==> config.mk <==
export PLATFORM = sky130hd
export DESIGN_NAME = ipif_param_bank
export DESIGN_NICKNAME = d
export VERILOG_FILES = /design/src/rtl/ipif_pkg.sv /design/src/rtl/ipif_sr_timer.sv /design/src/rtl/ipif_param_bank.sv
export SDC_FILE = /design/constraint.sdc
export NUM_CORES = 1
export LEC_CHECK = 0
export ABC_AREA = 1
export CAP_MARGIN = 20
export CORE_ASPECT_RATIO = 0.75
export CORE_MARGIN = 2
export CORE_UTILIZATION = 48
export CTS_CLUSTER_DIAMETER = 60
export CTS_CLUSTER_SIZE = 25
export DETAILED_ROUTE_END_ITERATION = 12
export GPL_ROUTABILITY_DRIVEN = 0
export PLACE_DENSITY = 0.95
export SLEW_MARGIN = 10
export SYNTH_ARGS = -nofsm -noshare
export SYNTH_HDL_FRONTEND = slang
export SYNTH_SLANG_ARGS = --single-unit
==> constraint.sdc <==
create_clock -name clk -period 9.45 [get_ports clk]
set_clock_uncertainty 0.1 [all_clocks]
set_input_delay 1.4175 -clock clk [delete_from_list [all_inputs] [get_ports clk]]
set_output_delay 1.4175 -clock clk [all_outputs]
set_load 0.01 [all_outputs]
==> src/rtl/ipif_pkg.sv <==
// Shared types and helpers for the IPIF parameter bank: readback latency
// selector and the one-hot chip-enable check used on both bus directions.
package ipif_pkg;

   // Readback latency options: direct mux register or one extra pipeline stage.
   typedef enum logic [1:0] {
      RD_LAT_1 = 2'd1,
      RD_LAT_2 = 2'd2
   } rd_lat_e;

   // Widest chip-enable vector the one-hot helper accepts.
   localparam int unsigned CE_MAX_W = 32;

   // True when exactly one bit of the (zero-extended) chip-enable vector is set.
   function automatic logic is_onehot(input logic [CE_MAX_W-1:0] v);
      return (v != 32'd0) && ((v & (v - 32'd1)) == 32'd0);
   endfunction

endpackage

==> src/rtl/ipif_sr_timer.sv <==
// Loadable down-counter that flags the cycle on which it steps from 1 to 0.
// A load always wins over the expiry, so rewriting a register restarts the wait.
module ipif_sr_timer
   import ipif_pkg::*;
#(
   parameter int unsigned TIMEOUT = 0,
   parameter int unsigned CNT_W   = 1
)(
   input  logic clk,
   input  logic rst,
   input  logic load_i,
   output logic expire_o
);

   logic [CNT_W-1:0] cnt_q;
   logic [CNT_W-1:0] cnt_d;

   // Next count and expiry flag: reload on write, otherwise count down to zero.
   always_comb begin
      cnt_d    = cnt_q;
      expire_o = 1'b0;
      if (load_i) begin
         cnt_d = CNT_W'(TIMEOUT);
      end else if (cnt_q != '0) begin
         cnt_d    = cnt_q - CNT_W'(1);
         expire_o = (cnt_q == CNT_W'(1));
      end else begin
         cnt_d = cnt_q;
      end
   end

   // Counter register, cleared by the bus reset.
   always_ff @(posedge clk or posedge rst) begin
      if (rst) begin
         cnt_q <= '0;
      end else begin
         cnt_q <= cnt_d;
      end
   end

endmodule

==> src/rtl/ipif_param_bank.sv <==
// IPIF register bank: bus-writable parameter words driven to the IP core and
// status words read back from it. Chip-enables are edge-detected so a CE held
// until ack produces exactly one transaction.
module ipif_param_bank
   import ipif_pkg::*;
#(
   parameter int C_S_AXI_DATA_WIDTH = 32,
   parameter int N_REG              = 4,
   parameter type PARAM_T           = logic [N_REG*C_S_AXI_DATA_WIDTH-1:0],
   parameter PARAM_T DEFAULTS       = '0,
   parameter logic [N_REG*C_S_AXI_DATA_WIDTH-1:0] SELF_RESET = '0,
   parameter logic [N_REG*C_S_AXI_DATA_WIDTH-1:0] WRITE_MASK = '1,
   parameter int SR_TIMEOUT         = 0,
   parameter int RD_LATENCY         = 1
)(
   input  logic                            clk,
   input  logic                            IPIF_bus2ip_reset,
   input  logic [C_S_AXI_DATA_WIDTH-1:0]   IPIF_bus2ip_data,
   input  logic [C_S_AXI_DATA_WIDTH/8-1:0] IPIF_bus2ip_be,
   input  logic [N_REG-1:0]                IPIF_bus2ip_wrce,
   input  logic [N_REG-1:0]                IPIF_bus2ip_rdce,
   output logic [C_S_AXI_DATA_WIDTH-1:0]   IPIF_ip2bus_data,
   output logic                            IPIF_ip2bus_wrack,
   output logic                            IPIF_ip2bus_rdack,
   output logic                            IPIF_ip2bus_error,
   output PARAM_T                          parameters_out,
   input  PARAM_T                          parameters_in,
   output logic [N_REG-1:0]                wr_strobe,
   output logic [N_REG-1:0]                rd_strobe
);

   localparam int DW    = C_S_AXI_DATA_WIDTH;
   localparam int PW    = N_REG * DW;
   localparam int CNT_W = (SR_TIMEOUT > 0) ? $clog2(SR_TIMEOUT + 1) : 1;
   localparam logic [PW-1:0] DFLT   = DEFAULTS;
   localparam rd_lat_e       RD_LAT = (RD_LATENCY == 2) ? RD_LAT_2 : RD_LAT_1;

   // Flat vector overlaid with a word array so the bank can be handled either way.
   typedef union packed {
      logic [PW-1:0]                flat;
      logic [N_REG-1:0][DW-1:0]     word;
   } bank_u;

   bank_u             par_q, par_d, pin_s;
   logic [DW-1:0]     be_bits_s;
   logic [N_REG-1:0]  wr_hit_s, expire_s;
   logic              wr_any_q, rd_any_q;
   logic              wr_start_s, wr_ok_s, wr_bad_s;
   logic              rd_start_s, rd_ok_s, rd_bad_s;
   logic [DW-1:0]     rd_mux_s, rd_now_s;
   logic              rsp_vld_s, rsp_err_s;
   logic [DW-1:0]     rsp_data_s;
   logic              wrack_q, rdack_q, err_q;
   logic [DW-1:0]     rdata_q;
   logic [N_REG-1:0]  wr_strobe_q, rd_strobe_q;

   assign pin_s.flat = parameters_in;

   // A transaction starts only on the cycle a CE vector leaves all-zero.
   assign wr_start_s = (|IPIF_bus2ip_wrce) & ~wr_any_q;
   assign wr_ok_s    = wr_start_s & is_onehot(CE_MAX_W'(IPIF_bus2ip_wrce));
   assign wr_bad_s   = wr_start_s & ~wr_ok_s;
   assign wr_hit_s   = wr_ok_s ? IPIF_bus2ip_wrce : '0;
   assign rd_start_s = (|IPIF_bus2ip_rdce) & ~rd_any_q;
   assign rd_ok_s    = rd_start_s & is_onehot(CE_MAX_W'(IPIF_bus2ip_rdce));
   assign rd_bad_s   = rd_start_s & ~rd_ok_s;

   // One timeout counter per register; only its self-reset bits react to expiry.
   for (genvar gi = 0; gi < N_REG; gi++) begin : g_tmr
      ipif_sr_timer #(
         .TIMEOUT (SR_TIMEOUT),
         .CNT_W   (CNT_W)
      ) u_tmr (
         .clk      (clk),
         .rst      (IPIF_bus2ip_reset),
         .load_i   (wr_hit_s[gi]),
         .expire_o (expire_s[gi])
      );
   end

   // Expand byte enables to a per-bit enable.
   always_comb begin
      be_bits_s = '0;
      for (int b = 0; b < DW; b++) begin
         be_bits_s[b] = IPIF_bus2ip_be[b/8];
      end
   end

   // Next parameter bank: bus write merge has priority over IP-ack/timeout self-reset.
   always_comb begin
      par_d = par_q;
      for (int i = 0; i < N_REG; i++) begin
         for (int b = 0; b < DW; b++) begin
            if (wr_hit_s[i]) begin
               if (be_bits_s[b] && WRITE_MASK[i*DW+b]) begin
                  par_d.flat[i*DW+b] = IPIF_bus2ip_data[b];
               end else begin
                  par_d.flat[i*DW+b] = par_q.flat[i*DW+b];
               end
            end else if (SELF_RESET[i*DW+b] &&
                         (expire_s[i] || (pin_s.flat[i*DW+b] != DFLT[i*DW+b]))) begin
               par_d.flat[i*DW+b] = DFLT[i*DW+b];
            end else begin
               par_d.flat[i*DW+b] = par_q.flat[i*DW+b];
            end
         end
      end
   end

   // Readback mux; a multi-hot read returns zero.
   always_comb begin
      rd_mux_s = '0;
      for (int i = 0; i < N_REG; i++) begin
         if (IPIF_bus2ip_rdce[i]) begin
            rd_mux_s = pin_s.word[i];
         end else begin
            rd_mux_s = rd_mux_s;
         end
      end
      if (rd_ok_s) begin
         rd_now_s = rd_mux_s;
      end else begin
         rd_now_s = '0;
      end
   end

   if (RD_LAT == RD_LAT_2) begin : g_pipe
      logic          s1_vld_q, s1_err_q;
      logic [DW-1:0] s1_data_q;

      // Extra stage between the mux and the bus-side read registers.
      always_ff @(posedge clk or posedge IPIF_bus2ip_reset) begin
         if (IPIF_bus2ip_reset) begin
            s1_vld_q  <= 1'b0;
            s1_err_q  <= 1'b0;
            s1_data_q <= '0;
         end else begin
            s1_vld_q  <= rd_start_s;
            s1_err_q  <= rd_bad_s;
            s1_data_q <= rd_now_s;
         end
      end

      assign rsp_vld_s  = s1_vld_q;
      assign rsp_err_s  = s1_err_q;
      assign rsp_data_s = s1_data_q;
   end else begin : g_direct
      assign rsp_vld_s  = rd_start_s;
      assign rsp_err_s  = rd_bad_s;
      assign rsp_data_s = rd_now_s;
   end

   // Bank, CE history, acks, error, strobes and read data registers.
   always_ff @(posedge clk or posedge IPIF_bus2ip_reset) begin
      if (IPIF_bus2ip_reset) begin
         par_q.flat  <= DFLT;
         wr_any_q    <= 1'b0;
         rd_any_q    <= 1'b0;
         wrack_q     <= 1'b0;
         rdack_q     <= 1'b0;
         err_q       <= 1'b0;
         rdata_q     <= '0;
         wr_strobe_q <= '0;
         rd_strobe_q <= '0;
      end else begin
         par_q       <= par_d;
         wr_any_q    <= |IPIF_bus2ip_wrce;
         rd_any_q    <= |IPIF_bus2ip_rdce;
         wrack_q     <= wr_start_s;
         rdack_q     <= rsp_vld_s;
         err_q       <= wr_bad_s | (rsp_vld_s & rsp_err_s);
         rdata_q     <= rsp_vld_s ? rsp_data_s : '0;
         wr_strobe_q <= wr_hit_s;
         rd_strobe_q <= rd_ok_s ? IPIF_bus2ip_rdce : '0;
      end
   end

   assign parameters_out    = par_q.flat;
   assign IPIF_ip2bus_data  = rdata_q;
   assign IPIF_ip2bus_wrack = wrack_q;
   assign IPIF_ip2bus_rdack = rdack_q;
   assign IPIF_ip2bus_error = err_q;
   assign wr_strobe         = wr_strobe_q;
   assign rd_strobe         = rd_strobe_q;

endmodule

==> Word-level counts from Yosys, hierarchy flattened <==
Cells that the tools add are included.
{ "word_totals": {"register_bits": 173, "output_inout_bits": 171, "elab_cells": 72} }
{ "classes": {"n_addsub": 2, "n_mux": 8, "bitwise_logic": 14, "reduce_logical": 24} }
{ "ops": {"columns": ["cell", "n"], "rows": [
  ["32-bit two-way mux", 6],
  ["4-bit by 32-bit AND with 32-bit output", 2],
  ["32-bit zero test", 2],
  ["2-bit AND reduction", 16],
  ["4-bit by 1-bit subtractor with 5-bit output (second input constant)", 2],
  ["4-bit two-way mux", 2],
  ["4-bit nonzero test", 2],
  ["4-bit OR reduction", 2],
  ["1-bit AND", 7],
  ["1-bit NOT", 4],
  ["1-bit logical AND", 2],
  ["1-bit OR", 1]
]} }

==> Longest topological paths before layout <==
Gate-level depths: netlist of the first run.
{ "logic_depth": {"ltp_word": 9, "mapped_depth": 8, "depth_no_buf": 6} }

==> Least setup slack after synthesis of the first run <==
OpenSTA, ideal clock, no wires.
{ "synth_timing": {"kind": "input to register", "startpoint": "input port IPIF_bus2ip_be[2]", "endpoint": "register par_q (netlist bit parameters_out[48])", "t_arrival_ns": 2.279, "t_required_ns": 9.229, "path_slack_ns": 6.950, "stages": 4, "n_path_buf": 1, "path_cell_list": "clkinv_1 > clkbuf_1 > o21bai_2 > nand2_1"} }
{ "synth_via": {"elab_chain_cells": 1} }
{ "synth_rtl": {"columns": ["element", "line", "rtl"], "rows": [
  ["start: declaration", "ipif_param_bank.sv:19", "input logic [C_S_AXI_DATA_WIDTH/8-1:0] IPIF_bus2ip_be,"],
  ["2-bit AND reduction (no line)", null, null],
  ["end signal: assignment", "ipif_param_bank.sv:166", "par_q <= par_d;"],
  ["end: declaration", "ipif_param_bank.sv:44", "bank_u par_q, par_d, pin_s;"]
]} }
No other way between the ends.
A chain may end at the register's enable or synchronous reset.

==> Worst setup path after layout of the first run <==
{ "layout_timing": {"startpoint": "input port IPIF_bus2ip_rdce[3]", "endpoint": "register rdata_q[25], in the netlist IPIF_ip2bus_data[25]"} }
{ "layout_via": {"elab_chain_cells": 7, "word_cells_on_any_way": 11, "classes_between": "add/sub (1); mux (3); bitwise (3); reduce/logical (4)"} }
{ "layout_rtl": {"columns": ["element", "line", "rtl"], "rows": [
  ["start: declaration", "ipif_param_bank.sv:21", "input logic [N_REG-1:0] IPIF_bus2ip_rdce,"],
  ["4-bit by 1-bit subtractor with 5-bit output", "ipif_pkg.sv:16", "return (v != 32'd0) && ((v & (v - 32'd1)) == 32'd0);"],
  ["4-bit by 32-bit AND with 32-bit output", "ipif_pkg.sv:16", null],
  ["32-bit zero test", "ipif_pkg.sv:16", null],
  ["1-bit logical AND", "ipif_pkg.sv:16", null],
  ["1-bit AND", "ipif_param_bank.sv:65", "assign rd_ok_s = rd_start_s & is_onehot(CE_MAX_W'(IPIF_bus2ip_rdce));"],
  ["32-bit two-way mux", "ipif_param_bank.sv:120", "if (rd_ok_s) begin"],
  ["32-bit two-way mux *", "ipif_param_bank.sv:172", "rdata_q <= rsp_vld_s ? rsp_data_s : '0;"],
  ["end signal: assignment", "ipif_param_bank.sv:172", null],
  ["end: declaration", "ipif_param_bank.sv:54", "logic [DW-1:0] rdata_q;"]
]} }
Every way passes the cells marked *; elsewhere a longest branch is shown, timed or not.

==> results.toml, run 1 <==
[sta]
setup_total_negative_slack_ns = 0
maxSlewHeadroom_pct = 30.4
period_share_pct = 36.1
setup-violations-final = 0
rsz0062_at_grt = "no"
finalMaxSlewViolations = 0
final.setup.worst_slack_ns = 6.04
number_of_hold_violations_in_the_final_report = 0
tightestPinTransition_ns = 1.04
max_freq_mhz = 293
final_period_minus_worst_setup_slack_ns = 3.41

[outcome]
run_status = "finished clean"

[critical_path]
worstPathCellList = "clkdlybuf4s50_1 -> buf_4 -> inv_1 -> nand2_1 -> o21ai_0 -> inv_1 -> nand2_1 -> nor2_1"
end_kind = "flip-flop"
r2r_cells = 5
timing.critical_path.slowest_stage_cell = "nand2_1"
max_stage_delay_ns = 0.78
worstSetupStartpoint = "IPIF_bus2ip_rdce[3]"
worstSetupStartpointType = "input port"
critical_path_arrival_ns = 3.65
critical_path_class = "input port to flip-flop"
required_ns = 9.69
launching_point_of_the_worst_reg2reg_path = "wr_any_q"
worst-path-max-fanout = 36

[drt]
post-route-drc-count = 0
route.vias.total = 8219
drt-pass1-iter-count = 5
detail-route-antenna-nets = 0
first_iter_violations = 595
route.final.wire_length_um = 27300
wl_per_cell_um = 16.3
post_drt_via_cell_ratio = 4.93

[floorplanning]
core_mm2 = 0.0177
die_w_um = 160
design.portCount = 345
die_y_um = 121
die_area_mm2 = 0.0193
fp-row-count = 42
initial_core_util_pct = 49.3

[clock_network]
cts_hold_buf = 0
clk_root_buffer_cell = "clkbuf_16"
cts-htree-levels = 4
clk_latency_ns = 0.42
tritoncts = "yes"
clk_transition_reported_paths_ns = 0.07
postCtsResizedCells = 0
clock_sink_count = 173
cts-root-to-sink-buffers = 2
post_cts_buffers = 0
cts-buffers-inserted = 17

[flow_run]
max_cap_violations = 0

[min_path]
min_path_type = "flip-flop to flip-flop"
hold_depth = 1
hold_path.startpoint = "rd_any_q"

[synthesis]
syn_nets = 1259
syn_inst = 1085
synth-seq-cells = 173
synth_cell_type_count = 18
synth.cell_area_mm2 = 0.00873
ys_seq_area_share_pct = 49.6
synthesis.yosys.warnings = 0
mean_post_synth_cell_area_um2 = 8.05

[layout]
num-nets-final = 1587
antenna_fix_cells = 0
fin_cells = 1668
area_grow_syn2layout_pct = 47.9
layout-drive-gt1-share_pct = 6.17
final_common_cell = "nand2_1"
final_cell_mix = "nand2_1, clkdlybuf4s50_1, inv_1"

[grt]
grt_pass1_vias = 8450
grt_pass1_wl_um = 43200
grt_util_all_layers_pct = 28.5
gr_overflow_total = 0
maximum_number_of_pins_on_one_net_before_global_route_repair = 99
grt_antenna_before_repair = 0

[placement]
dp_slack_ns = 5.38
port_buffers = 344
placed_instances = 1635
dpl.hpwl_um = 19100

[pwr]
cellLeakagePower_uw = 0.00632
vdd_drop_max_mv = 0.120
power_per_cell_area_mw_per_mm2 = 148
[synthesized netlist by cell type]
cell,number,share of area [%]
nand4_4,4,0.97
nor2_1,38,1.6
clkinv_1,4,0.17
inv_1,208,8.9
nand3_1,34,1.9
a21oi_1,2,0.11
o21bai_2,23,3.0
o21ai_0,32,1.8
dfrtp_1,173,50
o21bai_1,105,9.0
o21ai_1,1,0.057
clkbuf_1,18,0.77
nand2_1,397,17
nand4_2,1,0.14
buf_6,12,1.5
buf_1,3,0.13
nor2_4,19,2.5
buf_2,11,0.63
[per-stage QoR]
step                hold slack (ns)  power [µW]  utilization, %  instance area, µm²
detailed placement            0.332        1180            69.3               12300
finish                        0.343        1910            72.9               12900
CTS                           0.338        1910            72.8               12900
floorplan                     0.312         969               -                8730
global placement              0.337        1170            69.3               12300
global route                  0.357        1980            72.9               12900
[power by group]
group,internal [µW],leakage (µW),switching [µW]
registers,786,0.00181,29.0
logic,195,0.00422,162
clock network,424,0.000293,313
[worst max-delay path: cells and delay by family]
kind                   cells  cell delay (ns)
AO/OA/AOI/OAI              1             0.24
buffers and inverters      4             1.04
AND/OR/NAND/NOR            3             0.93
[kinds of logic (layout without fill, tap and decap cells)]
logic type	Yosys count	count (layout)	share of synthesized area, %
AO/OA/AOI/OAI	163	163	14.0
buffers and inverters	256	597	12.2
flip-flops	173	173	49.6
AND/OR/NAND/NOR	493	493	24.2
[final cells by class]
| class | count | area [µm²] |
|---|---|---|
| repair buffers | 353 | 3530 |
| clock buffers | 19 | 433 |
| flip-flops and latches | 173 | 4330 |
| well taps | 242 | 303 |
| fillers | 1235 | 4800 |
| inverters | 212 | 801 |
| clock inverters | 13 | 176 |
| multi-input cells | 656 | 3340 |
[routing by layer]
layer,part of all wire (%),wire [µm],track usage [%],vias to the layer above
met3,8.8,2410,8.30,69
met4,3.2,871,11.6,0
met5,0,0,0,-
li1,-,-,-,3907
met1,39,10600,34.2,3856
met2,49,13400,48.6,387
[final timing paths]
path,slack [ns],end
max in group asynchronous,6.32,parameters_out[102]
hold / removal,0.34,IPIF_ip2bus_rdack
min in group asynchronous,1.44,IPIF_ip2bus_data[23]
hold reg to reg,0.34,IPIF_ip2bus_rdack
setup / recovery,6.04,IPIF_ip2bus_data[25]
setup reg to reg,7.16,parameters_out[38]
[sequential cells by signal (all words and copies together) (netlist names)]
name / flops
wr_strobe: 4
rd_strobe: 4
rd_any_q: 1
IPIF_ip2bus_error: 1
IPIF_ip2bus_data: 32
IPIF_ip2bus_wrack: 1
wr_any_q: 1
IPIF_ip2bus_rdack: 1
parameters_out: 128
No activity file was read; power rests on OpenSTA's default activity.
==> inputs of run 2 (changes only) <==
--- a/config.mk
+++ b/config.mk
@@ -9,12 +9,12 @@
 export CAP_MARGIN = 20
 export CORE_ASPECT_RATIO = 0.75
 export CORE_MARGIN = 2
-export CORE_UTILIZATION = 48
+export CORE_UTILIZATION = 44
 export CTS_CLUSTER_DIAMETER = 60
 export CTS_CLUSTER_SIZE = 25
 export DETAILED_ROUTE_END_ITERATION = 12
 export GPL_ROUTABILITY_DRIVEN = 0
-export PLACE_DENSITY = 0.95
+export PLACE_DENSITY = 0.9
 export SLEW_MARGIN = 10
 export SYNTH_ARGS = -nofsm -noshare
 export SYNTH_HDL_FRONTEND = slang
==> constraint.sdc (replaced) <==
create_clock -name clk -period 3.53 [get_ports clk]
set_clock_uncertainty 0.1 [all_clocks]
set_input_delay 0.5295 -clock clk [delete_from_list [all_inputs] [get_ports clk]]
set_output_delay 0.5295 -clock clk [all_outputs]
set_load 0.01 [all_outputs]
==> run 2 against run 1 <==
  * First-iteration DRC count up 26%
  * Worst hold slack better by 0.0046 ns
  * Total power rose to 2.7 times the previous value
  * Sequential cell count unchanged
  * Final cell count up 1.4%
  * Clock-buffer cell count down 1
  * Critical path depth down 2
  * Routed wire length down 0.68%
  * Sequential power rose to 2.7 times the previous value
  * Register-to-register slack worse by 5.7 ns
  * Largest power group unchanged
  * Highest routed layer unchanged
==> results.toml, run 2 (synthesis gave the netlist of run 1 again) <==
[clock_network]
cts-htree-levels = 4
cts-buffers-inserted = 17
cts_hold_buf = 0
clk_latency_ns = 0.42
clock_sink_count = 173
post_cts_buffers = 0
postCtsResizedCells = 0
clk_root_buffer_cell = "clkbuf_16"
tritoncts = "yes"
clk_transition_reported_paths_ns = 0.07
cts-root-to-sink-buffers = 2

[critical_path]
timing.critical_path.slowest_stage_cell = "nand4_4"
required_ns = 3.79
critical_path.n_buffers_inverters = 1
worstSetupStartpoint = "IPIF_bus2ip_wrce[0]"
launching_point_of_the_worst_reg2reg_path = "wr_any_q"
worstPathCellList = "clkdlybuf4s50_1 -> nor2_4 -> nand4_4 -> nor2_4 -> nand2_1 -> nand2_1"
critical_path_arrival_ns = 2.55
critical_path_class = "input port to flip-flop"
end_kind = "flip-flop"
worst-path-max-fanout = 37
max_stage_delay_ns = 0.57
worstSetupStartpointType = "input port"
critical_path.top_delay_family = "simple AND/OR/NAND/NOR gates"

[floorplanning]
initial_core_util_pct = 45.1
fp-row-count = 44
die_y_um = 126
die_w_um = 167
design.portCount = 345
core_mm2 = 0.0194
die_area_mm2 = 0.0210

[grt]
grt_antenna_before_repair = 1
grt_util_all_layers_pct = 25.9
gr_overflow_total = 0
grt_pass1_wl_um = 43100
grt_pass1_vias = 8320
maximum_number_of_pins_on_one_net_before_global_route_repair = 38

[placement]
dpl.hpwl_um = 20200
placed_instances = 1658
port_buffers = 344

[drt]
detail-route-antenna-nets = 0
route.vias.total = 8358
post_drt_via_cell_ratio = 4.94
first_iter_violations = 747
post-route-drc-count = 0
route.final.wire_length_um = 27100
drt-pass1-iter-count = 5
wl_per_cell_um = 16.0

[pwr]
design_power_total_uw = 5070
share_of_total_power_in_sequential_cells_pct = 43.1
power_per_cell_area_mw_per_mm2 = 389
switching_share_pct = 26.9
cellLeakagePower_uw = 0.00637
vdd_drop_max_mv = 0.297
power_report.internal_total_uw = 3710
clock_power_share_pct = 37.8
p_comb_share_pct = 19.1
switching_power_uw = 1360

[layout]
final_common_cell = "nand2_1"
fin_cells = 1691
num-nets-final = 1598
largest_register_ffs = 128
layout-drive-gt1-share_pct = 6.96
final_cell_mix = "nand2_1, clkdlybuf4s50_1, inv_1"
area_grow_syn2layout_pct = 49.3

[sta]
number_of_hold_violations_in_the_final_report = 0
max_freq_mhz = 437
finalMaxSlewViolations = 0
maxSlewHeadroom_pct = 42.4
period_share_pct = 64.8
setup-violations-final = 0
tightestPinTransition_ns = 0.859
rsz0062_at_grt = "no"
final_period_minus_worst_setup_slack_ns = 2.29
setup_total_negative_slack_ns = 0

[outcome]
run_status = "finished clean"

[flow_run]
max_cap_violations = 0

[min_path]
min_path_type = "flip-flop to flip-flop"
hold_path.startpoint = "wr_any_q"
==> run 2: area by class of cell <==
| type | instances | area [µm²] |
|---|---|---|
| Clock buffer | 18 | 429 |
| Clock inverter | 14 | 175 |
| Timing Repair Buffer | 364 | 3640 |
| Antenna cell | 1 | 2.50 |
| Sequential cell | 173 | 4330 |
| Inverter | 212 | 800 |
| Multi-Input combinational cell | 656 | 3340 |
| Fill cell | 1520 | 6340 |
| Tap cell | 253 | 317 |
==> run 2: metrics by stage <==
stage	instance area [µm²]	hold WS [ns]	setup slack [ns]	util [%]
floorplan	8730	0.312	0.690	-
global placement	12400	0.329	0.900	64.1
detailed placement	12400	0.326	0.813	64.1
CTS	13000	0.340	1.24	67.3
global route	13000	0.368	1.13	67.3
finish	13000	0.347	1.24	67.3
==> run 2: power by group through the flow <==
stage                     registers (µW)  clock network, µW  logic, µW
after global placement              2220                  0        943
after floorplan                     2260                  0        333
after CTS                           2180               1950        978
final                               2190               1920        971
after detailed placement            2220                  0        970
after global routing                2200               2040       1060
==> run 2: path summary, 6_finish.rpt <==
path                       cells past startpoint  slack [ns]                    to
max reg2reg                                    5        1.47   parameters_out[105]
min reg2reg                                    1        0.35     IPIF_ip2bus_wrack
max in group asynchronous                      3        2.17    parameters_out[98]
min                                            1        0.35     IPIF_ip2bus_wrack
max                                            6        1.24   parameters_out[105]
min in group asynchronous                      2        0.45  IPIF_ip2bus_data[29]
==> run 2: layer usage <==
metal / track usage (%) / vias up / wire (µm)
met1: 33.6 / 3949 / 10900
met3: 5.94 / 75 / 2140
met4: 11.6 / 0 / 1050
li1: - / 3930 / -
met2: 41.9 / 404 / 13000
met5: 0 / - / 0
